**src/rtl/perf_pkg.sv**
```systemverilog
// Shared types and constants for the pipeline performance monitor.
package perf_pkg;

    // Monitor FSM encoding; the numeric values are visible on state_o.
    typedef enum logic [1:0] {
        ST_IDLE = 2'd0,
        ST_RUN  = 2'd1,
        ST_DONE = 2'd2
    } perf_state_e;

    // Conventional event channel assignment used by the CPU top.
    localparam int EV_STALL  = 0;
    localparam int EV_FLUSH  = 1;
    localparam int EV_RETIRE = 2;
    localparam int EV_BRANCH = 3;

endpackage

```
**src/rtl/perf_counter_ch.sv**
```systemverilog
// One performance counter channel: increment, synchronous clear,
// saturate-or-wrap at all-ones and a sticky overflow flag.
module perf_counter_ch #(
    parameter int CNT_W    = 32,
    parameter bit SATURATE = 1'b1
) (
    input  logic             clk_i,
    input  logic             rst_i,
    input  logic             clr_i,
    input  logic             inc_i,
    output logic [CNT_W-1:0] cnt_o,
    output logic             ovf_o
);

    // Counter and sticky overflow; clear has priority over increment.
    // NOTE: state registers use non-blocking assignments so every flop samples pre-edge values.
    always_ff @(posedge clk_i or negedge rst_i) begin
        if (!rst_i) begin
            cnt_o <= '0;
            ovf_o <= 1'b0;
        end else if (clr_i) begin
            cnt_o <= '0;
            ovf_o <= 1'b0;
        end else if (inc_i) begin
            if (&cnt_o) begin
                ovf_o <= 1'b1;
                cnt_o <= SATURATE ? cnt_o : '0;
            end else begin
                cnt_o <= cnt_o + 1'b1;
            end
        end
    end

endmodule

```
**src/rtl/pipeline_perf_monitor.sv**
```systemverilog
// Performance monitor for the pipelined CPU: counts run cycles and qualified
// pipeline events, stops after a cycle budget and serves one counter per read.
module pipeline_perf_monitor
    import perf_pkg::*;
#(
    parameter int NUM_EVENTS = 4,
    parameter int CNT_W      = 32,
    parameter int MAX_CYCLES = 64,
    parameter bit SATURATE   = 1'b1
) (
    input  logic                              clk_i,
    input  logic                              rst_i,
    input  logic                              start_i,
    input  logic                              clear_i,
    input  logic [NUM_EVENTS-1:0]             event_i,
    input  logic                              rd_en_i,
    input  logic [$clog2(NUM_EVENTS+1)-1:0]   rd_sel_i,
    output logic [CNT_W-1:0]                  rd_data_o,
    output logic                              rd_valid_o,
    output logic                              rd_err_o,
    output logic [CNT_W-1:0]                  cycle_o,
    output logic [1:0]                        state_o,
    output logic                              done_o,
    output logic [NUM_EVENTS:0]               ovf_o
);

    localparam int SEL_W   = $clog2(NUM_EVENTS + 1);
    localparam int NUM_CNT = NUM_EVENTS + 1;
    localparam int CYC_IDX = NUM_EVENTS;
    localparam logic [CNT_W:0] BUDGET = (CNT_W + 1)'(MAX_CYCLES);

    perf_state_e      state_q, state_d;
    logic             count_en;
    logic             budget_hit;
    logic [NUM_CNT-1:0] ch_inc;
    logic [CNT_W-1:0] cnt [NUM_CNT];
    logic [CNT_W-1:0] rd_mux;
    logic             rd_oob;

    // The budget is met when this edge's increment lands the cycle count on MAX_CYCLES.
    assign budget_hit = (MAX_CYCLES != 0) && (({1'b0, cnt[CYC_IDX]} + 1'b1) == BUDGET);

    // State register.
    always_ff @(posedge clk_i or negedge rst_i) begin
        if (!rst_i) state_q <= ST_IDLE;
        else        state_q <= state_d;
    end

    // Next-state and count enable; clear overrides start, budget and events.
    // NOTE: every output of this block is defaulted first so no latch is inferred.
    always_comb begin
        state_d  = state_q;
        count_en = 1'b0;
        if (clear_i) begin
            state_d = ST_IDLE;
        end else begin
            case (state_q)
                ST_IDLE: if (start_i) state_d = ST_RUN;
                ST_RUN: begin
                    count_en = 1'b1;
                    if (budget_hit)    state_d = ST_DONE;
                    else if (!start_i) state_d = ST_IDLE;
                end
                ST_DONE: state_d = ST_DONE;
                default: state_d = ST_IDLE;
            endcase
        end
    end

    // Event channels followed by the cycle counter in the last slot.
    for (genvar k = 0; k < NUM_CNT; k++) begin : g_ch
        if (k < NUM_EVENTS) begin : g_ev
            assign ch_inc[k] = count_en & event_i[k];
        end else begin : g_cyc
            assign ch_inc[k] = count_en;
        end

        perf_counter_ch #(
            .CNT_W    (CNT_W),
            .SATURATE (SATURATE)
        ) u_ch (
            .clk_i (clk_i),
            .rst_i (rst_i),
            .clr_i (clear_i),
            .inc_i (ch_inc[k]),
            .cnt_o (cnt[k]),
            .ovf_o (ovf_o[k])
        );
    end

    // Read mux over pre-edge counter values; out-of-range selects read as zero.
    always_comb begin
        rd_mux = '0;
        rd_oob = 1'b1;
        for (int i = 0; i < NUM_CNT; i++) begin
            if (rd_sel_i == SEL_W'(i)) begin
                rd_mux = cnt[i];
                rd_oob = 1'b0;
            end
        end
    end

    // Registered read response; data holds between reads.
    always_ff @(posedge clk_i or negedge rst_i) begin
        if (!rst_i) begin
            rd_data_o  <= '0;
            rd_valid_o <= 1'b0;
            rd_err_o   <= 1'b0;
        end else begin
            rd_valid_o <= rd_en_i;
            rd_err_o   <= rd_en_i & rd_oob;
            if (rd_en_i) rd_data_o <= rd_mux;
        end
    end

    assign cycle_o = cnt[CYC_IDX];
    assign state_o = state_q;
    assign done_o  = (state_q == ST_DONE);

endmodule
```
**config.mk**
```make
export PLATFORM = sky130hd
export DESIGN_NAME = pipeline_perf_monitor
export DESIGN_NICKNAME = d
export VERILOG_FILES = /design/src/rtl/perf_pkg.sv /design/src/rtl/perf_counter_ch.sv /design/src/rtl/pipeline_perf_monitor.sv
export SDC_FILE = /design/constraint.sdc
export NUM_CORES = 1
export LEC_CHECK = 0
export BUFFER_PORTS_ARGS = -buffer_cell sky130_fd_sc_hd__buf_2
export CELL_PAD_IN_SITES_DETAIL_PLACEMENT = 0
export CELL_PAD_IN_SITES_GLOBAL_PLACEMENT = 1
export CORE_MARGIN = 8
export CORE_UTILIZATION = 32
export CTS_BUF_LIST = sky130_fd_sc_hd__clkbuf_4 sky130_fd_sc_hd__clkbuf_8
export DETAILED_ROUTE_END_ITERATION = 10
export PLACE_DENSITY_LB_ADDON = 0.1
export SLEW_MARGIN = 20
export SYNTH_ARGS = -nofsm -noshare
export SYNTH_HDL_FRONTEND = slang
export SYNTH_HIERARCHICAL = 1
export SYNTH_SLANG_ARGS = --single-unit
```
**constraint.sdc**
```tcl
create_clock -name clk_i -period 2.5 [get_ports clk_i]
set_input_delay 0.375 -clock clk_i [delete_from_list [all_inputs] [get_ports clk_i]]
set_output_delay 0.375 -clock clk_i [all_outputs]
set_load 0.01 [all_outputs]
```
==> results.ini <==
[run_status]
status = finished clean

[synthesis]
synth-async-reset-ratio = 1.00
ys_seq_elements = 201
synth_flop_cell = dfrtp_1
yosysSeqAreaShare = 0.403
synth-edff-count = 0
yosys_warnings = 6
synth.avg_cell_area_um2 = 9.10
synth_cell_types = 60
synthesis.area_um2 = 12500
synth_fp_nets = 1387
synth_cells = 1370

[setup_path]
ff2ff_path_depth = 8
r2r_end = g_ch[1].u_ch/cnt_o[27]$_DFFE_PN0P_
arrival_ns = 2.98
cp_max_fo = 7
path_cells = nor2_2 > buf_6 > and3_1 > nand4_2 > or3_4 > or2_4 > or4_1 > a21oi_1
rr_startpoint = state_o[1]$_DFFE_PN0P_
cp_top_family = simple AND/OR/NAND/NOR gates
cpMaxStageDelayCell = or4_1
worstSetupStartpointType = register
crit_type = register to register
required_ns = 3.02
critPathLaunch = state_o[1]$_DFFE_PN0P_
reg2reg_slack_ns = 0.04
endpoint_kind = register
crit_cells = 8
critPathMaxStageDelay_ns = 0.47
critPathBufInv = 1

[drt]
wl_mm = 49.1
firstDrtPassIters = 6
wire_per_inst_um = 23.1
wl_met3_mm = 2.43
avgViaCountPerCell = 5.87
vias = 12500
drc = 0
drt-initial-drc-count = 1070
drt-met1-wl_mm = 24.1
dr_wl_met2_mm = 21.1
dr.max_layer_used = met4
ant_nets = 0

[power]
ir_drop_mv = 0.330
p_leak_nw = 6.05
p_sw_frac = 0.263
p_seq_frac = 0.438
p_int_mw = 5.59
switching_power_mw = 2.00
p_comb_frac = 0.060
powerDensity_nw_per_um2 = 489
pwr-share-clk = 0.502

[final_layout]
fin_area_um2 = 15500
layout.nets = 1591
drive_gt1_frac = 0.249
syn_to_final_growth_pct = 24.3
final_util = 0.402

[worst_hold_path]
hold_depth = 3
min_from = start_i
min_path_type = input port to register
hold_end = state_o[0]$_DFFE_PN0P_

[floorplanning]
fp.coreArea_um2 = 38600
start_util = 0.323
rows = 72
die_y_um = 213
pin_count = 86
design.die.area_um2 = 45500
die_w_um = 213

[timing]
slew_headroom = 0.492
drv_slew = 0
tns_ns = 0
worst_pin_slew_ns = 0.755
period_minus_slack_ns = 2.46
clock_skew_ns = 0.0367
hold_viol = 0
setup_viol = 0
rsz0062_at_grt = true
setup_slack_ns = 0.0399
finalCritPeriodShare = 0.984
timing.fmax_mhz = 406
hold_ws_ns = 0.0891

[placed_design]
dp_worst_setup_slack_ns = -0.157
gp_congestion = 0.865
place_hpwl_mm = 35.9
placed_cell_area_um2 = 14500
portBuffers = 85

[global_route]
grt_pass1_wl_mm = 75.5
grt_use_total = 0.216
grt_max_degree = 58
grt_pass1_vias = 11900
grt_antenna_before_repair = 1
overflow = 0

[job]
maxCapViolCount = 0

[clock_network]
clock_path_buffers = 3
clk_pin_slew_ns = 0.06
numCtsBuffers = 41
insertion_delay_ns = 0.62
htreeDepth = 2
cts_tree = yes
cts.sinks = 201
cts-root-buf = clkbuf_8

==> placed cells by master (no fill, tap or decap), drive strengths merged, types with 3 or more instances in the layout <==
cell,netlist,final
buf,43,246
dfrtp,201,201
nor2,149,149
a21oi,122,122
o31ai,76,76
nand4,75,75
nand2,74,74
or4,71,71
nand3,58,58
nor4,57,57
clkbuf,43,55
xnor2,42,42
and4,32,32
or3,32,32
and3,30,30
o21ai,27,27
mux2i,24,24
a22oi,17,17
o221ai,16,16
o21a,16,16
mux4,16,16
a221oi,16,16
and2,16,16
nor3,15,15
clkinv,2,15
inv,12,14
or2,12,12
nor2b,11,11
mux2,10,10
a2111oi,10,10
nand2b,7,7
nor4b,6,6
a31oi,5,5
a31o,5,5
ha,5,5
diode,0,4
o2111ai,3,3
or2b,3,3
bufinv,0,3
==> power groups by stage <==
| stage | logic (mW) | registers [mW] | clock network [mW] |
|---|---|---|---|
| after floorplan | 0.184 | 3.40 | 0 |
| after global placement | 0.457 | 3.38 | 0 |
| after detailed placement | 0.458 | 3.38 | 0 |
| after CTS | 0.461 | 3.33 | 3.95 |
| after global routing | 0.501 | 3.33 | 4.07 |
| final | 0.457 | 3.33 | 3.81 |
==> timing repair <==
action	in CTS	in global routing
endpoints found under the hold margin	53	0
hold buffers	1	0
endpoints found under the setup margin	18	27
buffers inserted	0	0
gates resized for setup	8	20
==> through the flow <==
step	cells	total power [mW]
floorplan	1370	3.58
global placement	2047	3.84
detailed placement	2047	3.84
CTS	2122	7.74
global route	2123	7.90
finish	2127	7.59
==> flip-flops by register name, summed over array words and instances, names as in the netlist <==
register	cells
g_ch.u_ch/ovf_o	5
rd_err_o	1
rd_data_o	32
rd_valid_o	1
state_o	2
g_ch.u_ch/cnt_o	160
==> worst max path at each step <==
stage	to
2_1_floorplan	g_ch[0].u_ch/cnt_o[27]$_DFFE_PN0P_
3_3_place_gp	g_ch[3].u_ch/cnt_o[19]$_DFFE_PN0P_
3_5_place_dp	g_ch[0].u_ch/cnt_o[27]$_DFFE_PN0P_
4_1_cts	g_ch[3].u_ch/cnt_o[31]$_DFFE_PN0P_
5_1_grt	g_ch[0].u_ch/cnt_o[31]$_DFFE_PN0P_
6_report	g_ch[1].u_ch/cnt_o[27]$_DFFE_PN0P_
==> layout make-up <==
cell class              count  area (µm²)
well taps                 518         648
diodes                      4        10.0
multi-input cells        1069        7110
flip-flops and latches    201        5030
fillers                  4007       23100
inverters                  14        52.6
clock buffers              55         701
repair buffers            247        1780
clock inverters            19         180
==> logic make-up after synthesis <==
kind of cell	count (synthesis)	share of synthesized area
DFF	201	0.403
buffers and inverters	100	0.0374
adders and majority gates	5	0.00502
muxes	50	0.0572
and+or+nand+nor	651	0.297
AOI/OAI and AO/OA	320	0.169
xor gates and xnor gates	43	0.0302
==> Yosys cell counts (6+ instances only) <==
cell type  count  share of area
dfrtp_1      201           0.40
nor2_1       149          0.045
a21oi_1      122          0.049
o31ai_1       76          0.046
nand2_1       74          0.022
or4_1         70          0.042
nand4_1       68          0.034
nand3_1       57          0.023
nor4_1        57          0.029
clkbuf_1      43          0.013
xnor2_1       42          0.030
and4_1        30          0.021
or3_1         30          0.015
and3_1        29          0.015
o21ai_0       27          0.011
mux2i_1       24          0.019
buf_2         22         0.0088
a22oi_1       17          0.010
a221oi_1      16          0.011
mux4_2        16          0.029
o21a_1        16         0.0096
o221ai_1      16          0.011
and2_1        15         0.0075
nor3_1        15         0.0060
inv_1         12         0.0036
nor2b_1       11         0.0055
a2111oi_0     10         0.0070
buf_1         10         0.0030
mux2_2        10         0.0090
or2_1         10         0.0050
nand2b_1       7         0.0035
buf_6          6         0.0054
nand4_2        6         0.0060
nor4b_1        6         0.0042
==> worst register-to-register path, cell delays in order (launching register included) <==
cell,delay [ns]
dfrtp_1,0.40
nor2_2,0.14
buf_6,0.17
and3_1,0.21
nand4_2,0.12
or3_4,0.38
or2_4,0.29
or4_1,0.47
a21oi_1,0.17
==> metal layers <==
metal,track usage,vias to the layer above
met4,0.0844,0
li1,-,5772
met2,0.316,384
met1,0.317,6257
met3,0.0294,73
met5,0,-
(Power assumes the default switching activity.)
